--- config.mk ---
export PLATFORM = sky130hd
export DESIGN_NAME = instr_fetch
export DESIGN_NICKNAME = d
export VERILOG_FILES = /design/src/rtl/instr_fetch.sv
export SDC_FILE = /design/constraint.sdc
export NUM_CORES = 1
export LEC_CHECK = 0
export CORE_AREA = 2 2 74 76
export CTS_CLUSTER_SIZE = 20
export DETAILED_ROUTE_END_ITERATION = 7
export DIE_AREA = 0 0 76 78
export PLACE_DENSITY_LB_ADDON = 0.2
export SYNTH_ARGS = -nofsm -noshare
export SYNTH_HDL_FRONTEND = slang
export SYNTH_SLANG_ARGS = --single-unit
export TNS_END_PERCENT = 1
--- constraint.sdc ---
create_clock -name clk -period 1.9 [get_ports clk]
set_input_delay 0.285 -clock clk [delete_from_list [all_inputs] [get_ports clk]]
set_output_delay 0.285 -clock clk [all_outputs]
set_load 0.005 [all_outputs]
--- src/rtl/instr_fetch.sv ---
// ---------------------------------------------------------------------------
// instr_fetch
//   Program-counter / fetch stage placed directly upstream of instr_mem.
//   Drives the PC into the combinational ROM, captures the returned word into
//   an instruction register and presents it downstream with a valid flag.
//   Handles start, stall, taken branch (one-bubble squash) and halt detection.
//
// Ports
//   clk            in   1      rising-edge clock
//   rst_n          in   1      asynchronous active-low reset
//   start          in   1      begin fetching at start_addr (honoured in IDLE/HALT)
//   start_addr     in   AW     first PC after start
//   stall          in   1      downstream not ready: hold all fetch state
//   branch_en      in   1      taken branch for the instruction in instr_out
//   branch_target  in   AW     absolute branch destination
//   instr_addr     out  AW     ROM address, combinational copy of the PC
//   instr_in       in   IW     ROM word for instr_addr, same cycle
//   instr_out      out  IW     registered instruction
//   pc_out         out  AW     address instr_out was fetched from
//   instr_valid    out  1      instr_out is live this cycle
//   done           out  1      halt word fetched; held until next start
//   fetch_cnt      out  CNT_W  saturating count of delivered instructions
// ---------------------------------------------------------------------------
module instr_fetch #(
    parameter int unsigned     ROM_SIZE  = 256,
    parameter int unsigned     AW        = $clog2(ROM_SIZE) + 1,
    parameter int unsigned     IW        = $clog2(ROM_SIZE) + 1,
    parameter logic [IW-1:0]   HALT_WORD = {IW{1'b1}},
    parameter int unsigned     CNT_W     = 16
) (
    input  logic              clk,
    input  logic              rst_n,
    input  logic              start,
    input  logic [AW-1:0]     start_addr,
    input  logic              stall,
    input  logic              branch_en,
    input  logic [AW-1:0]     branch_target,
    output logic [AW-1:0]     instr_addr,
    input  logic [IW-1:0]     instr_in,
    output logic [IW-1:0]     instr_out,
    output logic [AW-1:0]     pc_out,
    output logic              instr_valid,
    output logic              done,
    output logic [CNT_W-1:0]  fetch_cnt
);

    localparam logic [AW-1:0] ROM_SIZE_A = AW'(ROM_SIZE);
    localparam logic [AW-1:0] PC_LAST    = AW'(ROM_SIZE - 1);

    typedef enum logic [1:0] {
        IDLE  = 2'd0,
        FETCH = 2'd1,
        HALT  = 2'd2
    } state_e;

    state_e            state_q, state_d;
    logic [AW-1:0]     pc_q, pc_d;
    logic [IW-1:0]     instr_q, instr_d;
    logic [AW-1:0]     pc_out_q, pc_out_d;
    logic              valid_q, valid_d;
    logic              done_q, done_d;
    logic [CNT_W-1:0]  cnt_q, cnt_d;

    // Fold any externally supplied address into the ROM range.
    function automatic logic [AW-1:0] wrap_addr(input logic [AW-1:0] a);
        return a % ROM_SIZE_A;
    endfunction

    // State and datapath registers.
    always_ff @(posedge clk or negedge rst_n) begin
        if (!rst_n) begin
            state_q  <= IDLE;
            pc_q     <= '0;
            instr_q  <= '0;
            pc_out_q <= '0;
            valid_q  <= 1'b0;
            done_q   <= 1'b0;
            cnt_q    <= '0;
        end else begin
            state_q  <= state_d;
            pc_q     <= pc_d;
            instr_q  <= instr_d;
            pc_out_q <= pc_out_d;
            valid_q  <= valid_d;
            done_q   <= done_d;
            cnt_q    <= cnt_d;
        end
    end

    // Next-state and datapath update.
    always_comb begin
        state_d  = state_q;
        pc_d     = pc_q;
        instr_d  = instr_q;
        pc_out_d = pc_out_q;
        valid_d  = valid_q;
        done_d   = done_q;
        cnt_d    = cnt_q;

        unique case (state_q)
            IDLE, HALT: begin
                // Nothing is fetched here; the last delivered word stays visible but not valid.
                valid_d = 1'b0;
                if (start) begin
                    state_d = FETCH;
                    pc_d    = wrap_addr(start_addr);
                    done_d  = 1'b0;
                end
            end

            FETCH: begin
                // Stall outranks everything, including a pending branch.
                if (!stall) begin
                    if (branch_en && valid_q) begin
                        // Word at the current PC is wrong-path: drop it, redirect.
                        pc_d    = wrap_addr(branch_target);
                        valid_d = 1'b0;
                    end else begin
                        instr_d  = instr_in;
                        pc_out_d = pc_q;
                        valid_d  = 1'b1;
                        pc_d     = (pc_q == PC_LAST) ? '0 : pc_q + AW'(1);
                        if (cnt_q != {CNT_W{1'b1}}) begin
                            cnt_d = cnt_q + CNT_W'(1);
                        end
                        // Halt word is still delivered valid for this one cycle.
                        if (instr_in == HALT_WORD) begin
                            state_d = HALT;
                            done_d  = 1'b1;
                        end
                    end
                end
            end

            default: begin
                state_d = IDLE;
            end
        endcase
    end

    assign instr_addr  = pc_q;
    assign instr_out   = instr_q;
    assign pc_out      = pc_out_q;
    assign instr_valid = valid_q;
    assign done        = done_q;
    assign fetch_cnt   = cnt_q;

endmodule

==> out/metrics.cfg <==
[outcome]
status = finished clean

[critical_path]
r2r_end = fetch_cnt[1]$_DFFE_PN0P_
endpoint = fetch_cnt[1]$_DFFE_PN0P_
rr_startpoint = fetch_cnt[0]$_DFFE_PN0P_
path_class = reg -> reg
start_kind = flip-flop
arrival_ns = 1.91
reg2reg_depth = 6
worst_ep_required_time_ns = 2.08
end_kind = flip-flop
rrSetupSlack_ns = 0.16
startpoint = fetch_cnt[0]$_DFFE_PN0P_
cp_max_fo = 5

[finish]
drive_above_1_share = 0.1927
fin_cells = 371
nNetsFinal = 334
n_fill_cell = 398
area_delta_synth_final_pct = 47.71
diodes = 0

[cts]
cts_buffers = 5
clock_path_buffers = 2
clkTransAtPathRegs_ns = 0.09
cts_sinks = 47
cts.htree.levels = 2
cts_tree = yes
clock_latency_ns = 0.29
clock-root-buffer = clkbuf_8
cts_resized = 0

[synth]
ys_ff_latch = 47
yosys_warnings = 0
synth_edf_count = 0
synth_area_um2 = 2300
synth_area_leader_cell = dfrtp_1
synth_top_area_frac = 0.5114
async_flop_share = 1.000
synth.avg_cell_area_um2 = 11.38
synth_cell_types = 50
yosysSeqAreaShare = 0.5114
synth_fp_nets = 236
synth_cells = 202
synthFlopType = dfrtp_1
synthTopCellsByArea = dfrtp_1 51%, mux2_2 9.3%, xor2_1 3.0%

[placement]
dp_hpwl_mm = 4.151
portBuffers = 74
gp_congestion = 0.8402
pre_cts_ws_ns = -0.05398
dp.cells = 361

[pwr]
finalPower_uw = 3256
p_per_area_nw_per_um2 = 958.4
leakage_uw = 0.001491
ir_drop_mv = 0.5725

[sta]
timing.final.crit_period_ns = 1.738
min_period_over_period = 0.9148
fin_ws_ns = 0.1618
hold_viol = 0
finalSetupViolations = 0
timing.hold.ws_ns = 0.4200
tightestPinTransition_ns = 0.6194
setup_tns_ns = 0
max_slew_margin = 0.5871
drv_slew = 0
fmax_mhz = 575.3
finClkSkew_ns = 0.007106
rsz0062_at_grt = no

[global_route]
grt_pass1_vias = 1855
use_met1 = 0.2500
grt_usage = 0.1879
grt_pass1_wl_mm = 8.963
antenna_found_initial = 0
met2_usage = 0.3188
grt_max_degree = 19
met3_usage = 0.03256
grt-ovfl-total = 0
busiest_layer = met2

[floorplan]
die_w_um = 76
die_area_um2 = 5928
start_util = 0.4561
core_um2 = 5042
rows = 26
die_height_um = 78
ios = 77

[drt]
viasPerCell = 5.302
via_count = 1967
wl_per_cell_um = 14.62
drc = 0
drt-pass1-iter-count = 4
routed_wl_mm = 5.423
drtAntennaViolNets = 0
drt_iter0_markers = 62

[flow_run]
drv_cap = 0

[worst_hold_path]
hold_path_class = in -> async

==> kinds of logic after synthesis <==
group	after synthesis	synth area share
simple gates	69	0.1768
flops	47	0.5114
compound gates	39	0.1306
mux	20	0.09793
xor+xnor	13	0.04951
buf+inv	12	0.02285
fa+ha+maj	2	0.01088
==> state kept, by name (all words and copies together) (netlist names) <==
name,count
instr_addr,9
instr_valid,1
pc_out,9
done,1
instr_out,9
state_q,2
fetch_cnt,16
==> cells in the mapped netlist, types with 2 or more instances <==
cell type / n
nor3_1: 8
a22oi_1: 2
dfrtp_1: 47
nor4_1: 3
mux2_2: 19
a221o_1: 2
a222oi_1: 2
and4b_1: 4
nand2_1: 15
nand4_1: 4
nand3_1: 6
nand2b_1: 3
a21o_1: 2
clkbuf_1: 3
and3_1: 4
o22a_1: 2
nor2_1: 10
buf_2: 3
a311o_1: 2
o2bb2ai_1: 3
xnor2_1: 5
a221oi_1: 3
xor2_1: 8
ha_1: 2
a21oi_1: 5
o21ai_0: 7
inv_1: 5
==> placed cells by master, fill, tap and decap left out, types with 2 or more instances in the layout <==
master,count
a311o_1,2
and3_1,4
a22oi_1,2
a221oi_1,3
nand4_1,4
a21o_1,2
nor2_1,10
nor3_1,8
xor2_1,8
buf_4,21
o22a_1,2
nand2b_1,3
clkdlybuf4s50_1,73
nand2_1,15
ha_1,2
clkbuf_8,7
mux2_2,19
inv_1,5
xnor2_1,5
a222oi_1,2
dfrtp_1,47
nor4_1,3
o21ai_0,7
nand3_1,6
a21oi_1,5
buf_12,2
and4b_1,4
o2bb2ai_1,3
a221o_1,2
==> layout make-up <==
class / instances / area [µm²] / area share
clock buffer: 8 / 100.1 / 0.02947
inverter: 5 / 18.77 / 0.005525
multi-input combinational: 143 / 1071 / 0.3153
sequential: 47 / 1176 / 0.3462
tap: 70 / 87.58 / 0.02578
timing repair buffer: 98 / 943.4 / 0.2777
==> metal layers <==
metal,routed length (µm),part of all wire
met5,0,0
met4,24,0.0044
met1,2401,0.44
met2,2727,0.50
met3,270,0.050
==> stage by stage <==
step | instance area [µm²] | util
floorplan | 2300 | -
global placement | 3279 | 0.6504
detailed placement | 3279 | 0.6504
CTS | 3390 | 0.6722
global route | 3397 | 0.6737
finish | 3397 | 0.6737
==> worst max-delay path, stage by stage (launching register included) <==
cell and delay [ns]:
dfrtp_1 0.43, ha_1 0.22, nand4_1 0.22, nor2_1 0.22
buf_4 0.17, a21oi_2 0.06, mux2_1 0.32
==> timing repair <==
action / in CTS / in global routing
hold endpoints to repair: 13 / 0
endpoints found under the setup margin: 0 / 1
buffers inserted: 0 / 1
hold buffers: 1 / 0
==> report_power, final <==
part           switching, µW  internal (µW)  leakage [µW]  total, µW
Sequential               234           1230      0.000565       1470
Clock                    313            332     0.0000515        645
Combinational            399            744      0.000875       1140
==> worst min-delay path by stage <==
stage / startpoint / endpoint / slack [ns] / cells after the start
finish: rst_n / pc_out[0]$_DFFE_PN0P_ / 0.42 / 2
global route: rst_n / pc_out[0]$_DFFE_PN0P_ / 0.45 / 2
CTS: rst_n / pc_out[2]$_DFFE_PN0P_ / 0.43 / 2
detailed placement: rst_n / fetch_cnt[11]$_DFFE_PN0P_ / 0.21 / 1
global placement: rst_n / fetch_cnt[11]$_DFFE_PN0P_ / 0.20 / 1
floorplan: rst_n / done$_DFFE_PN0P_ / -0.01 / 0
No activity file was read; power rests on OpenSTA's default activity.
